<file path="src/rtl/conv_pkg.sv">
// rtl/conv_pkg.sv - shared types, default geometry and width helpers for the convolution scheduler
package conv_pkg;

  localparam int CONV_INW  = 24;
  localparam int CONV_R    = 9;
  localparam int CONV_C    = 8;
  localparam int CONV_MAXK = 4;

  typedef enum logic [1:0] {
    IDLE   = 2'd0,
    STREAM = 2'd1,
    DRAIN  = 2'd2,
    DONE   = 2'd3
  } sched_state_t;

  function automatic int k_bits(input int maxk);
    return $clog2(maxk + 1);
  endfunction

  function automatic int x_addr_bits(input int r, input int c);
    return $clog2(r * c);
  endfunction

  function automatic int row_bits(input int r);
    return $clog2(r);
  endfunction

  function automatic int col_bits(input int c);
    return $clog2(c);
  endfunction

  function automatic logic k_legal(input int k, input int maxk, input int r, input int c);
    return (k >= 1) && (k <= maxk) && (k <= r) && (k <= c);
  endfunction

endpackage

</file>
<file path="src/rtl/conv_scheduler_raster_counter.sv">
// rtl/conv_scheduler_raster_counter.sv - row/column raster counter for the X read side
module raster_counter
  import conv_pkg::*;
#(
  parameter int R = CONV_R,
  parameter int C = CONV_C,
  localparam int ROW_BITS = row_bits(R),
  localparam int COL_BITS = col_bits(C)
) (
  input  logic                clk,
  input  logic                reset,
  input  logic                clr,
  input  logic                en,
  output logic [ROW_BITS-1:0] row,
  output logic [COL_BITS-1:0] col,
  output logic                last
);

  localparam logic [ROW_BITS-1:0] ROW_MAX = ROW_BITS'(R - 1);
  localparam logic [COL_BITS-1:0] COL_MAX = COL_BITS'(C - 1);

  logic [ROW_BITS-1:0] r_row;
  logic [COL_BITS-1:0] r_col;

  always_ff @(posedge clk or negedge reset) begin
    if (!reset) begin
      r_row <= '0;
      r_col <= '0;
    end else if (clr) begin
      r_row <= '0;
      r_col <= '0;
    end else if (en) begin
      if (r_col == COL_MAX) begin
        r_col <= '0;
        r_row <= (r_row == ROW_MAX) ? '0 : r_row + ROW_BITS'(1);
      end else begin
        r_col <= r_col + COL_BITS'(1);
      end
    end
  end

  assign row  = r_row;
  assign col  = r_col;
  assign last = (r_row == ROW_MAX) && (r_col == COL_MAX);

endmodule

</file>
<file path="src/rtl/conv_scheduler.sv">
// rtl/conv_scheduler.sv - streams X in raster order and hands complete KxK windows to the MAC stage
module conv_scheduler
  import conv_pkg::*;
#(
  parameter int R    = CONV_R,
  parameter int C    = CONV_C,
  parameter int MAXK = CONV_MAXK,
  localparam int K_BITS      = k_bits(MAXK),
  localparam int X_ADDR_BITS = x_addr_bits(R, C),
  localparam int ROW_BITS    = row_bits(R),
  localparam int COL_BITS    = col_bits(C)
) (
  input  logic                   clk,
  input  logic                   reset,
  input  logic                   inputs_loaded,
  input  logic [K_BITS-1:0]      K,
  output logic [X_ADDR_BITS-1:0] X_read_addr,
  output logic                   pixel_valid,
  output logic                   win_valid,
  input  logic                   win_ready,
  output logic [ROW_BITS-1:0]    out_row,
  output logic [COL_BITS-1:0]    out_col,
  output logic                   out_last,
  output logic                   compute_finished,
  output logic                   k_err
);

  sched_state_t r_state, w_next;

  logic [K_BITS-1:0]      r_k_q;
  logic [X_ADDR_BITS-1:0] r_addr;
  logic                   r_p_valid;
  logic [ROW_BITS-1:0]    r_p_row;
  logic [COL_BITS-1:0]    r_p_col;
  logic                   r_win_valid;
  logic [ROW_BITS-1:0]    r_out_row;
  logic [COL_BITS-1:0]    r_out_col;
  logic                   r_out_last;
  logic                   r_cf;
  logic                   r_k_err;

  logic                   w_k_ok, w_advance, w_issue, w_transfer, w_clr;
  logic [ROW_BITS-1:0]    w_rd_row;
  logic [COL_BITS-1:0]    w_rd_col;
  logic                   w_rd_last;
  logic [15:0]            w_row_ext, w_col_ext, w_km1;
  logic                   w_full_patch, w_pix_last;

  assign w_k_ok     = k_legal(int'(K), MAXK, R, C);
  assign w_advance  = ~r_win_valid | win_ready;
  assign w_issue    = (r_state == STREAM) & w_advance;
  assign w_transfer = r_win_valid & win_ready;
  assign w_clr      = (r_state == IDLE);

  raster_counter #(.R(R), .C(C)) u_rd_cnt (
    .clk   (clk),
    .reset (reset),
    .clr   (w_clr),
    .en    (w_issue),
    .row   (w_rd_row),
    .col   (w_rd_col),
    .last  (w_rd_last)
  );

  always_ff @(posedge clk or negedge reset) begin
    if (!reset) r_state <= IDLE;
    else        r_state <= w_next;
  end

  // DONE spans two cycles so compute_finished is seen while still out of IDLE.
  always_comb begin
    w_next = r_state;
    case (r_state)
      IDLE:    if (inputs_loaded) w_next = w_k_ok ? STREAM : DONE;
      STREAM:  if (w_issue && w_rd_last) w_next = DRAIN;
      DRAIN:   if (w_transfer && r_out_last) w_next = DONE;
      DONE:    if (r_cf) w_next = IDLE;
      default: w_next = IDLE;
    endcase
  end

  always_ff @(posedge clk or negedge reset) begin
    if (!reset) begin
      r_k_q   <= '0;
      r_cf    <= 1'b0;
      r_k_err <= 1'b0;
      r_addr  <= '0;
    end else begin
      r_cf    <= (r_state == DONE) & ~r_cf;
      r_k_err <= (r_state == IDLE) & inputs_loaded & ~w_k_ok;
      if (r_state == IDLE && inputs_loaded) r_k_q <= K;
      if (w_clr)        r_addr <= '0;
      else if (w_issue) r_addr <= w_rd_last ? '0 : r_addr + X_ADDR_BITS'(1);
    end
  end

  assign w_row_ext    = 16'(r_p_row);
  assign w_col_ext    = 16'(r_p_col);
  assign w_km1        = 16'(r_k_q) - 16'd1;
  assign w_full_patch = (w_row_ext >= w_km1) && (w_col_ext >= w_km1);
  assign w_pix_last   = (w_row_ext == 16'(R - 1)) && (w_col_ext == 16'(C - 1));

  always_ff @(posedge clk or negedge reset) begin
    if (!reset) begin
      r_p_valid   <= 1'b0;
      r_p_row     <= '0;
      r_p_col     <= '0;
      r_win_valid <= 1'b0;
      r_out_row   <= '0;
      r_out_col   <= '0;
      r_out_last  <= 1'b0;
    end else if (w_advance) begin
      r_p_valid   <= w_issue;
      r_p_row     <= w_rd_row;
      r_p_col     <= w_rd_col;
      r_win_valid <= r_p_valid & w_full_patch;
      r_out_row   <= ROW_BITS'(w_row_ext - w_km1);
      r_out_col   <= COL_BITS'(w_col_ext - w_km1);
      r_out_last  <= r_p_valid & w_pix_last;
    end
  end

  assign X_read_addr      = r_addr;
  assign pixel_valid      = r_p_valid & w_advance;
  assign win_valid        = r_win_valid;
  assign out_row          = r_out_row;
  assign out_col          = r_out_col;
  assign out_last         = r_out_last;
  assign compute_finished = r_cf;
  assign k_err            = r_k_err;

endmodule

</file>
<file path="config.mk">
export PLATFORM = sky130hd
export DESIGN_NAME = conv_scheduler
export DESIGN_NICKNAME = d
export VERILOG_FILES = /design/src/rtl/conv_pkg.sv /design/src/rtl/conv_scheduler_raster_counter.sv /design/src/rtl/conv_scheduler.sv
export SDC_FILE = /design/constraint.sdc
export NUM_CORES = 1
export LEC_CHECK = 0
export ABC_AREA = 1
export CORE_MARGIN = 1
export CORE_UTILIZATION = 55
export DETAILED_ROUTE_END_ITERATION = 6
export GPL_ROUTABILITY_DRIVEN = 1
export PLACE_DENSITY = 0.91
export SYNTH_ARGS = -nofsm -noshare
export SYNTH_HDL_FRONTEND = slang
export SYNTH_HIERARCHICAL = 1
export SYNTH_SLANG_ARGS = --single-unit
</file>
<file path="constraint.sdc">
create_clock -name clk -period 1.85 [get_ports clk]
set_input_delay 0.37 -clock clk [delete_from_list [all_inputs] [get_ports clk]]
set_output_delay 0.37 -clock clk [all_outputs]
set_load 0.02 [all_outputs]
</file>
==> impl_results.md <==
- Iteration-0 DRC Markers: 95
- Number of I/O port buffers: 25
- Max FO, Critical Path: 4
- Most frequent cells in the layout: nand2_1, inv_1, dfrtp_1, clkdlybuf4s50_1, nand3_1
- Num CTS Buffers: 5
- Area grow syn2layout: 20.4%
- Clock Tree Root: clkbuf_8
- Worst path most repeated cell: nand2_1
- Top-Level Pins: 26
- Number of setup violations in the final report: 0
- Post-route cell area: roughly 2500 µm²
- Post-DP HPWL: between 3000 and 4000 µm
- Leading cell type in the layout, fill and taps excluded: nand2_1
- CP Class: reg2reg
- Worst Max-Slew Pin Slew: between 0.4 and 0.5 ns
- Die span in y: 64.0 µm
- Final min period: about 1.7 ns
- Placed cells: approximately 340
- FF+latch count, synth: 38
- DRC: 0
- GRT overflow: 0
- Pre-CTS setup slack: -0.292 ns
- Critical path arrival: around 1.9 ns
- Worst Hold Class: in2async
- Via Count: 1789
- Via count of the first global-routing pass: between 1500 and 2000
- Std cell rows: 22
- Skew-Pair Late Insertion Delay: roughly 0.29 ns
- Fmax achieved: between 500 and 600 MHz
- DR WL met3: around 140 µm
- Leak: between 1 and 1.5 nW
- Clock tree sinks: 38
- Final Routed Wirelength: 4080 µm
- Crit path required time: ~2.0 ns
- Clk_skew: between 0.004 and 0.005 ns
- Routability cong.: roughly 0.85
- VDD IR-drop max: around 740 µV
- Clock-pin slew on the worst setup and hold paths: 0.07 ns
- Final critical-path share of the clock period: about 94%
- Slowest stage delay, CP: approximately 0.44 ns
- Largest net degree at the start of global routing: 39
- Initial antenna violation count: 0
- CORE AREA: 3660 µm²
- # hold bufs at CTS: 0
- Antenna Violating Nets Remaining: 0
- Cell Chain, Critical Path: inv_1 -> ha_2 -> fa_1 -> a21oi_1 -> nand2_1 -> inv_1 -> nor2_1 -> nand2_1 -> nand2_1
- N_diodes: 0
- Drt pass-1 iters: 4
- Post-Route M1 WL: ~1800 µm
- Slowest CP cell: fa_1
- CP Launch Type: flop
- Dpl cell area: 2460 µm²
- NumNets Final: about 330
- Mapped cell area: about 2100 µm²
- Slew margin rel.: 69.2%
- GRT Util Overall: approximately 22%
- RSZ-0062 raised after global routing: false
- WL/cell: roughly 12 µm
- Post-synthesis sequential area ratio: between 40% and 50%
- Pwr/cell area: between 1500 and 2000 nW/µm²
- Yosys Warn Count: 6
- Final cell count without fillers: 350
- CP endpoint kind: flop
- Synth Instances: ~270
- Routed wl met2: 2110 µm
- Status: completed
- Vias per std cell: 5.11
- Count of different cell masters after synthesis: 21
- Initial Utilization: about 58%
- Die width: 64.0 µm
- Clock tree buffer depth: 2
- Die Footprint: between 4000 and 5000 µm²
- Synth Area per Inst: about 8 µm²
- CTS tree: done
- Worst hold slack: 0.113 ns
- Final worst slack: ~0.12 ns
- CTS H-tree lvls: 2
- Max-cap violations: 0
- Fillcell total: 280
- Top layer in use: met4
- Ratio of cells with drive above 1 in the final layout: approximately 10%
- Final hold viol count: 0
- Global-route wire length before repair: about 7000 µm
- Slew Viols, Final: 0
- Net Count, Synth: 289
## cell type report
type	instances	area, µm²	share of cell area (%)
well taps	48	60.1	2.36
repair buffers	32	293	11.5
inverters	45	169	6.63
flip-flops and latches	38	951	37.3
multi-input cells	179	982	38.6
clock buffers	7	86.3	3.39
clock inverters	1	5.00	0.197
## metrics by stage
| step | power [mW] | utilization [%] | TNS [ns] |
|---|---|---|---|
| finish | 3.85 | 69.5 | 0 |
| global route | 4.19 | 69.5 | 0 |
| CTS | 3.88 | 69.6 | 0 |
| detailed placement | 3.27 | 67.1 | -0.645 |
| global placement | 3.17 | 67.1 | -0.338 |
| floorplan | 2.61 | - | 0 |
## report_power, final
part           internal (mW)  switching (mW)
Combinational          0.824            1.23
Sequential              1.06           0.155
Clock                  0.300           0.282
## sequential cells by signal, indices dropped and copies added, names as in the netlist, 2 cells and up
register,cells
X_read_addr,7
out_col,3
out_row,4
r_k_q,3
r_p_col,3
r_p_row,4
r_state,2
u_rd_cnt/col,3
u_rd_cnt/row,4
## per-layer routing
metal / global-route usage, % / vias up
met5: 0 / -
met4: 7.67 / 0
met3: 5.36 / 7
met2: 41.8 / 28
met1: 24.2 / 853
li1: - / 901
## final timing paths
check | start | slack, ns | endpoint | cells after the start
min in group clk | out_row[2] | 0.48 | out_row[2] | 2
setup reg to reg | r_k_q[0] | 0.12 | win_valid | 9
max in group asynchronous | reset | 1.41 | X_read_addr[4] | 2
setup / recovery | r_k_q[0] | 0.12 | win_valid | 9
hold / removal | reset | 0.11 | out_row[1] | 2
hold reg to reg | out_row[2] | 0.48 | out_row[2] | 2
## worst max-delay path: cells and delay by family (launching register included)
kind	cells	cell delay (ns)
fa+ha+maj	2	0.76
flops	1	0.37
simple gates	4	0.20
buf+inv	2	0.15
compound gates	1	0.14
## what timing repair did
| item | in CTS | in global routing |
|---|---|---|
| resized for setup | 2 | 2 |
| endpoints found under the setup margin | 1 | 2 |
| setup buffers | 0 | 0 |
## cell usage after synthesis, drive strengths merged
library cell,number,area [µm²]
nand2,80,333
nor4,1,6.26
fa,2,40.0
nand3,25,140
dfrtp,38,951
ha,15,188
o21bai,2,15.0
nor3,1,5.00
inv,45,169
a21boi,1,11.3
o22ai,1,6.26
mux2i,1,10.0
buf,3,15.0
o21ai,21,105
a21oi,9,45.0
nor2,20,75.1
## cells by family after synthesis
kind of cell             after synthesis  share of synthesized area, %
buffers and inverters                 48                          8.70
multiplexers                           1                         0.473
AO/OA/AOI/OAI                         34                          8.64
adder cells (fa/ha/maj)               17                          10.8
AND/OR/NAND/NOR                      127                          26.4
flip-flops                            38                          45.0
Power figures use the tool's default switching activity.
